<file path="src/rtl/lsu_exe.sv">
`default_nettype none
// ============================================================================
// lsu_exe : LSU execute stage, single-outstanding load/store/fence unit
// Revision: 1.0
// ============================================================================
module lsu_exe #(
  parameter int RB     = 2,
  parameter int EXE_DW = 13 + 5 + RB + 128
) (
  input  logic              CLK,
  input  logic              RSTn,
  input  logic              lsu_exeparam_valid,
  input  logic [EXE_DW-1:0] lsu_exeparam,
  output logic              lsu_exeparam_ready,
  output logic              mem_req_valid,
  input  logic              mem_req_ready,
  output logic [63:0]       mem_req_addr,
  output logic              mem_req_wen,
  output logic [63:0]       mem_req_wdata,
  output logic [7:0]        mem_req_wstrb,
  input  logic              mem_rsp_valid,
  input  logic [63:0]       mem_rsp_rdata,
  output logic              lsu_wb_valid,
  output logic [5+RB-1:0]   lsu_wb_rd0,
  output logic [63:0]       lsu_wb_res,
  output logic              lsu_wb_misalign,
  output logic              lsu_wb_fence_i,
  input  logic              flush
);

  localparam int c_RD_W   = 5 + RB;
  localparam int c_RD_LSB = 128;

  typedef enum logic [2:0] {
    S_IDLE  = 3'd0,
    S_REQ   = 3'd1,
    S_WAIT  = 3'd2,
    S_WB    = 3'd3,
    S_DRAIN = 3'd4
  } state_t;

  state_t r_state, w_state_nxt;

  // Decode of the incoming beat, MSB-first flag vector lb..fence
  logic [12:0]       w_flg;
  logic [c_RD_W-1:0] w_rd0;
  logic [63:0]       w_op1, w_op2;
  logic w_half, w_word, w_dbl, w_store, w_signed, w_fence, w_misal, w_accept;
  logic [1:0]        w_size;

  assign w_flg    = lsu_exeparam[EXE_DW-1 -: 13];
  assign w_rd0    = lsu_exeparam[c_RD_LSB +: c_RD_W];
  assign w_op1    = lsu_exeparam[127:64];
  assign w_op2    = lsu_exeparam[63:0];
  assign w_half   = w_flg[11] | w_flg[7] | w_flg[4];
  assign w_word   = w_flg[10] | w_flg[6] | w_flg[3];
  assign w_dbl    = w_flg[9]  | w_flg[2];
  assign w_store  = w_flg[5]  | w_flg[4] | w_flg[3] | w_flg[2];
  assign w_signed = w_flg[12] | w_flg[11] | w_flg[10];
  assign w_fence  = w_flg[1]  | w_flg[0];
  assign w_size   = w_dbl ? 2'd3 : w_word ? 2'd2 : w_half ? 2'd1 : 2'd0;
  assign w_misal  = ~w_fence & ((w_half & w_op1[0]) | (w_word & (|w_op1[1:0])) |
                                (w_dbl & (|w_op1[2:0])));
  assign w_accept = (r_state == S_IDLE) & lsu_exeparam_valid & ~flush;

  // Latched operation
  logic [63:0]       r_addr, r_wdata;
  logic [1:0]        r_size;
  logic              r_signed, r_store, r_flushed;
  logic [c_RD_W-1:0] r_wb_rd0;
  logic [63:0]       r_wb_res;
  logic              r_wb_misalign, r_wb_fence_i;

  logic [5:0]  w_shamt;
  logic [63:0] w_lane, w_ld_res;
  logic [7:0]  w_mask;
  logic        w_req, w_load_dead;

  assign w_shamt     = {r_addr[2:0], 3'b000};
  assign w_lane      = mem_rsp_rdata >> w_shamt;
  assign w_req       = (r_state == S_REQ);
  // A flushed load still owns the bus until its response returns
  assign w_load_dead = ~r_store & (flush | r_flushed);

  always_comb begin
    w_ld_res = w_lane;
    case (r_size)
      2'd0:    w_ld_res = r_signed ? {{56{w_lane[7]}},  w_lane[7:0]}  : {56'd0, w_lane[7:0]};
      2'd1:    w_ld_res = r_signed ? {{48{w_lane[15]}}, w_lane[15:0]} : {48'd0, w_lane[15:0]};
      2'd2:    w_ld_res = r_signed ? {{32{w_lane[31]}}, w_lane[31:0]} : {32'd0, w_lane[31:0]};
      default: w_ld_res = w_lane;
    endcase
  end

  always_comb begin
    w_mask = 8'h01;
    case (r_size)
      2'd1:    w_mask = 8'h03;
      2'd2:    w_mask = 8'h0F;
      2'd3:    w_mask = 8'hFF;
      default: w_mask = 8'h01;
    endcase
  end

  always_comb begin
    w_state_nxt = r_state;
    case (r_state)
      S_IDLE:  if (w_accept) w_state_nxt = (w_fence | w_misal) ? S_WB : S_REQ;
      S_REQ:   if (mem_req_ready) w_state_nxt = w_load_dead ? S_DRAIN : S_WAIT;
      S_WAIT: begin
        if (w_load_dead)        w_state_nxt = mem_rsp_valid ? S_IDLE : S_DRAIN;
        else if (mem_rsp_valid) w_state_nxt = S_WB;
      end
      S_WB:    w_state_nxt = S_IDLE;
      S_DRAIN: if (mem_rsp_valid) w_state_nxt = S_IDLE;
      default: w_state_nxt = S_IDLE;
    endcase
  end

  always_ff @(posedge CLK or negedge RSTn) begin
    if (!RSTn) r_state <= S_IDLE;
    else       r_state <= w_state_nxt;
  end

  always_ff @(posedge CLK or negedge RSTn) begin
    if (!RSTn) begin
      r_addr        <= '0;
      r_wdata       <= '0;
      r_size        <= '0;
      r_signed      <= 1'b0;
      r_store       <= 1'b0;
      r_flushed     <= 1'b0;
      r_wb_rd0      <= '0;
      r_wb_res      <= '0;
      r_wb_misalign <= 1'b0;
      r_wb_fence_i  <= 1'b0;
    end else if (w_accept) begin
      r_addr        <= w_op1;
      r_wdata       <= w_op2;
      r_size        <= w_size;
      r_signed      <= w_signed;
      r_store       <= w_store;
      r_flushed     <= 1'b0;
      r_wb_rd0      <= w_rd0;
      r_wb_res      <= w_misal ? w_op1 : 64'd0;
      r_wb_misalign <= w_misal;
      r_wb_fence_i  <= w_flg[1];
    end else begin
      if (w_req && flush) r_flushed <= 1'b1;
      if ((r_state == S_WAIT) && mem_rsp_valid) r_wb_res <= r_store ? 64'd0 : w_ld_res;
    end
  end

  assign lsu_exeparam_ready = (r_state == S_IDLE) & ~lsu_exeparam_valid;

  assign mem_req_valid = w_req;
  assign mem_req_addr  = w_req ? {r_addr[63:3], 3'b000} : 64'd0;
  assign mem_req_wen   = w_req & r_store;
  assign mem_req_wdata = (w_req & r_store) ? (r_wdata << w_shamt) : 64'd0;
  assign mem_req_wstrb = (w_req & r_store) ? (w_mask << r_addr[2:0]) : 8'h00;

  // Stores are committed at issue; only loads and fences are cancelled by flush
  assign lsu_wb_valid    = (r_state == S_WB) & ~(flush & ~r_store);
  assign lsu_wb_rd0      = r_wb_rd0;
  assign lsu_wb_res      = r_wb_res;
  assign lsu_wb_misalign = r_wb_misalign & lsu_wb_valid;
  assign lsu_wb_fence_i  = r_wb_fence_i & lsu_wb_valid;

endmodule
`default_nettype wire

</file>
<file path="config.mk">
export PLATFORM = sky130hd
export DESIGN_NAME = lsu_exe
export DESIGN_NICKNAME = d
export VERILOG_FILES = /design/src/rtl/lsu_exe.sv
export SDC_FILE = /design/constraint.sdc
export NUM_CORES = 1
export LEC_CHECK = 0
export ABC_AREA = 1
export CAP_MARGIN = 20
export CORE_MARGIN = 4
export CORE_UTILIZATION = 25
export CTS_BUF_LIST = sky130_fd_sc_hd__clkbuf_4 sky130_fd_sc_hd__clkbuf_8
export DETAILED_ROUTE_END_ITERATION = 8
export GPL_TIMING_DRIVEN = 1
export PLACE_DENSITY = 0.61
export SLEW_MARGIN = 20
export SYNTH_ARGS = -nofsm -noshare
export SYNTH_HDL_FRONTEND = slang
export SYNTH_SLANG_ARGS = --single-unit
</file>
<file path="constraint.sdc">
create_clock -name CLK -period 1.9 [get_ports CLK]
set_clock_uncertainty 0.05 [all_clocks]
set_input_delay 0.475 -clock CLK [delete_from_list [all_inputs] [get_ports CLK]]
set_output_delay 0.475 -clock CLK [all_outputs]
set_load 0.01 [all_outputs]
</file>
=== Word level (Yosys, flattened, before mapping) ===
Cells that the tools add are included.

* Bitwise operators: 33
* Shift operators: 3
* Eq/ne operators: 11
* Multiplexer cells: 26
* Reduce and logical (&&, ||, !) cells: 9

{| class="wikitable"
|+ Operators with widths
! operator !! count
|-
| two-way mux 64 bit || 9
|-
| case mux 64 bit (3 select lines) || 1
|-
| << shifter 64 x 6 -> 64 bit || 1
|-
| >> shifter 64 x 6 -> 64 bit || 1
|-
| case mux 8 bit (3 select lines) || 1
|-
| two-way mux 3 bit || 7
|-
| bitwise OR 1 bit || 15
|-
| bitwise AND 1 bit || 13
|-
| case mux 3 bit (4 select lines) || 1
|-
| two-way mux 8 bit || 1
|-
| << shifter 8 x 3 -> 8 bit || 1
|-
| equality test 3 x 2 -> 1 bit, second input constant || 2
|-
| two-way mux 2 bit || 3
|-
| != test 2 bit, second input constant || 3
|-
| inverter 1 bit || 5
|-
| equality test 2 bit, second input constant || 2
|-
| AND reduction 4 bit || 1
|-
| nonzero test 2 bit || 2
|-
| equality test 3 x 1 -> 1 bit, second input constant || 1
|-
| equality test 3 bit, second input constant || 1
|-
| zero test 3 bit || 1
|-
| two-way mux 1 bit || 3
|-
| != test 3 bit, second input constant || 1
|-
| OR reduction 3 bit || 1
|-
| other kinds (4) || 5
|}

* Bits in registers: 209
* Word-level logic and storage cells: 93
* Output and inout port bits: 213

=== Logic depth before layout (Yosys ltp) ===
* Depth in word-level cells: 10
* Gate-level depth with buffers: 12
* Mapped depth without buffers: 11

=== Least setup slack after synthesis ===
Ideal clock, no wire load.

* Path type: register -> output
* Start point: register r_state[1]
* End point: output mem_req_wdata[0]
* Data required time: 1.375 ns
* Path buffers: 0
* Setup slack: -0.294 ns
* Cell stages (with the launch flop): 10
* Arrival: 1.669 ns
* Path through: dfrtp_1 -> nor3_4 -> inv_2 -> nor2_4 -> inv_2 -> nor2_2 -> inv_2 -> nor2_1 -> inv_2 -> nor2_1

* Word-level cells in the longest chain between the ends: 3

{| class="wikitable"
|+ Ends and longest elaborated chain
! element !! RTL line !! RTL
|-
| from (decl) || 42 || <nowiki>state_t r_state, w_state_nxt;</nowiki>
|-
| from (signal assigned) || 122 || <nowiki>else r_state <= w_state_nxt;</nowiki>
|-
| equality test 3 x 1 -> 1 bit || 81 || <nowiki>assign w_req = (r_state == S_REQ);</nowiki>
|-
| via mem_req_valid || 15 || <nowiki>output logic mem_req_valid,</nowiki>
|-
| bitwise AND 1 bit || -- ||
|-
| via mem_req_wen || 18 || <nowiki>output logic mem_req_wen,</nowiki>
|-
| two-way mux 64 bit || 159 || <nowiki>assign mem_req_wdata = (w_req & r_store) ? (r_wdata << w_shamt) : 64'd0;</nowiki>
|-
| to (decl) || 19 || <nowiki>output logic [63:0] mem_req_wdata,</nowiki>
|}

The timed path passes the listed nets, and every way through them passes these cells.

=== Worst setup path after layout ===
* Start point: register r_addr[0]
* End point: output mem_req_wdata[54]

* Word-level cells in the longest chain between the ends: 2

{| class="wikitable"
|+ Ends and longest elaborated chain
! element !! RTL line !! RTL
|-
| from (decl) || 67 || <nowiki>logic [63:0] r_addr, r_wdata;</nowiki>
|-
| from (signal assigned) || 138 || <nowiki>r_addr <= w_op1;</nowiki>
|-
| << shifter 64 x 6 -> 64 bit || 159 ||
|-
| two-way mux 64 bit || 159 ||
|}

Every way passes these cells.

==> flow_summary.ini <==
[timing]
period_needed_ps = 2809
relSlewSlack = 0.6427
slew_violations = 0
setup_tns_ps = -150060
fmax_mhz = 356.1
rsz0062_at_grt = yes
setup_ws_ps = -908.5
hold_violations = 0
setup_viol_count_final = 418
finalCritPeriodShare = 1.478
worst_pin_slew_ps = 531.1

[routing]
post-route-drc-count = 0
drtAntennaViolNets = 0
firstDrtPassIters = 5
drt_iter0_markers = 1354
drt-vias-per-instance = 4.831
post_drt_wl_per_cell_microns = 20.76
routed-via-count = 15570
drt_wl_total_microns = 66880

[setup_path]
cp.arrival_ps = 2280
rrSetupSlack_ps = -410
r2r-start = r_state[1]
crit_type = reg -> out
crit_path_start_kind = register
critical_path_peak_fanout = 32
timing.rr.end = lsu_wb_res[22]
required_ps = 1370
reg2regPathDepth = 13
crit_path_end_kind = output pin

[die]
num_rows = 82
die_y_microns = 234.3
start_util = 0.2542
core_sq_um = 50380
die_area_sq_um = 54910
die_x_microns = 234.3
io_pins = 431

[synthesis]
synth_seq_cells = 209
ys_top_cells_by_area = dfrtp_1 41%, nand2_1 15%, o21ai_0 11%
postSynthCellCount = 1888
syn-cell-area_sq_um = 12810
async_reset_ff_frac = 1.000
yosysMostFrequentCell = nand2_1
synth_edf_count = 0
ys_top_cells_by_count = 526 x nand2_1, 281 x o21ai_0, 228 x nor2_1, 209 x dfrtp_1, 149 x inv_1
synth_area_per_cell_sq_um = 6.783
yosys_warnings = 0
synthDistinctLibCells = 40
synth-main-ff-cell = dfrtp_1
yosys.area.top_type = dfrtp_1
yosysSeqAreaShare = 0.4084
yosysTopAreaCellShare = 0.4084

[flow_run]
cap_violations = 0

[grt]
grt_pass1_wl_microns = 89400
grt_util_all_layers = 0.2120
grt_overflow = 0
grt_max_degree = 69
antenna_found_initial = 14
grt_pass1_vias = 15140

[pwr]
ir_worst_vdd_mv = 0.7744
finalPower_mw = 41.41
power_density_nw_per_um2 = 1824
p_leak_nw = 10.38

[outcome]
status = complete, but fails checks
violations = negative setup slack

[clock_tree]
clkLatencyLatePin_ps = 590
cts_num_sinks = 209
cts_buffers = 42
htreeDepth = 2
max-clock-path-buffers = 3
cts_tree = built
clockRootBuffer = clkbuf_8
clk_pin_slew_worst_paths_ps = 60

[finish]
finalNonFillerCells = 3222
syn_to_final_growth_pct = 77.27
fillers = 4969
drive_above_1_share = 0.3253
nNetsFinal = 2733
post-route-cell-area_sq_um = 22700

[place]
dpl.hpwl_microns = 47580
placed_area_sq_um = 19410
gp_congestion = 0.9174
io_buffers = 426
place_inst = 3056

[hold_path]
hold_class = in -> async
==> metrics by stage <==
step                      utilization  setup WS (ps)  hold slack (ps)
after floorplan                     -         -157.5            129.4
after global placement         0.3853         -878.6            354.5
after detailed placement       0.3853         -913.2            350.9
after CTS                      0.4088          -1030            274.1
after global routing           0.4504          -1031            307.3
final                          0.4506         -908.5            318.9
==> timing repair <==
action,in CTS,in global routing
gates resized for setup,588,465
endpoints found under the hold margin,33,0
pin swaps,7,62
cloned,2,29
setup buffers,9,56
hold buffers,1,0
setup endpoints to repair,277,330
==> layout make-up <==
class	instances	area, sq um	area share
multi-input combinational	1371	7705	0.3394
timing repair buffer	726	7284	0.3209
sequential	209	5238	0.2307
tap	672	840.8	0.03704
clock buffer	58	760.7	0.03351
inverter	165	646.9	0.02849
clock inverter	16	214.0	0.009425
antenna	5	12.51	0.0005511
==> cell families after synthesis <==
family,count (synthesis),share of synthesized area
compound gates,476,0.1986
buf+inv,310,0.1080
flops,209,0.4084
mux,5,0.003908
other cells,1,0.0002928
simple gates,887,0.2808
==> routing by layer <==
layer,routed length [microns],track usage
met5,101,0
met3,5533,0.06183
met2,33750,0.3769
met4,1965,0.05795
met1,25530,0.2495
==> how the worst max path moves through the flow <==
stage,from,endpoint,slack [ps],cells after the start
6_report,r_addr[0],mem_req_wdata[54],-910,8
5_1_grt,r_state[0],mem_req_wdata[6],-1030,12
4_1_cts,r_state[1],mem_req_wdata[0],-1030,11
3_5_place_dp,flush,lsu_wb_misalign,-910,8
3_3_place_gp,flush,lsu_wb_misalign,-880,8
2_1_floorplan,r_state[2],mem_req_wdata[33],-160,7
==> worst max-delay path, stage by stage, from the launching register on <==
cell	delay (ps)
dfrtp_4	530
buf_12	200
buf_4	140
mux2i_1	240
nor2_1	70
a21oi_2	160
buf_4	170
o21ai_2	50
buf_2	140
==> cell usage in the layout, fill, tap and decap left out, types with 24 or more instances in the layout <==
| cell type | instances |
|---|---|
| nand2_1 | 496 |
| clkdlybuf4s50_1 | 286 |
| dfrtp_1 | 205 |
| buf_4 | 193 |
| o21ai_0 | 185 |
| inv_1 | 147 |
| nor2_1 | 133 |
| buf_2 | 89 |
| buf_6 | 73 |
| o21ai_1 | 65 |
| nor2_2 | 60 |
| a21oi_1 | 57 |
| nand3_1 | 52 |
| clkbuf_8 | 52 |
| o21ai_2 | 48 |
| buf_12 | 46 |
| nor2_4 | 42 |
| a21oi_2 | 40 |
| nand3_4 | 24 |
==> report_power, final <==
group          leakage [nW]  internal (mW)  switching (mW)
Combinational          7.34           12.1            15.9
Clock                 0.508           3.28            2.18
Sequential             2.53           6.68            1.31
==> registers in the layout, summed over array words and instances (netlist names) <==
signal	count
lsu_wb_res	64
r_wb_fence_i	1
r_wdata	64
r_signed	1
r_flushed	1
r_wb_misalign	1
lsu_wb_rd0	7
r_store	1
r_size	2
r_addr	64
r_state	3
Note: power is estimated with default switching activity, not from simulation.
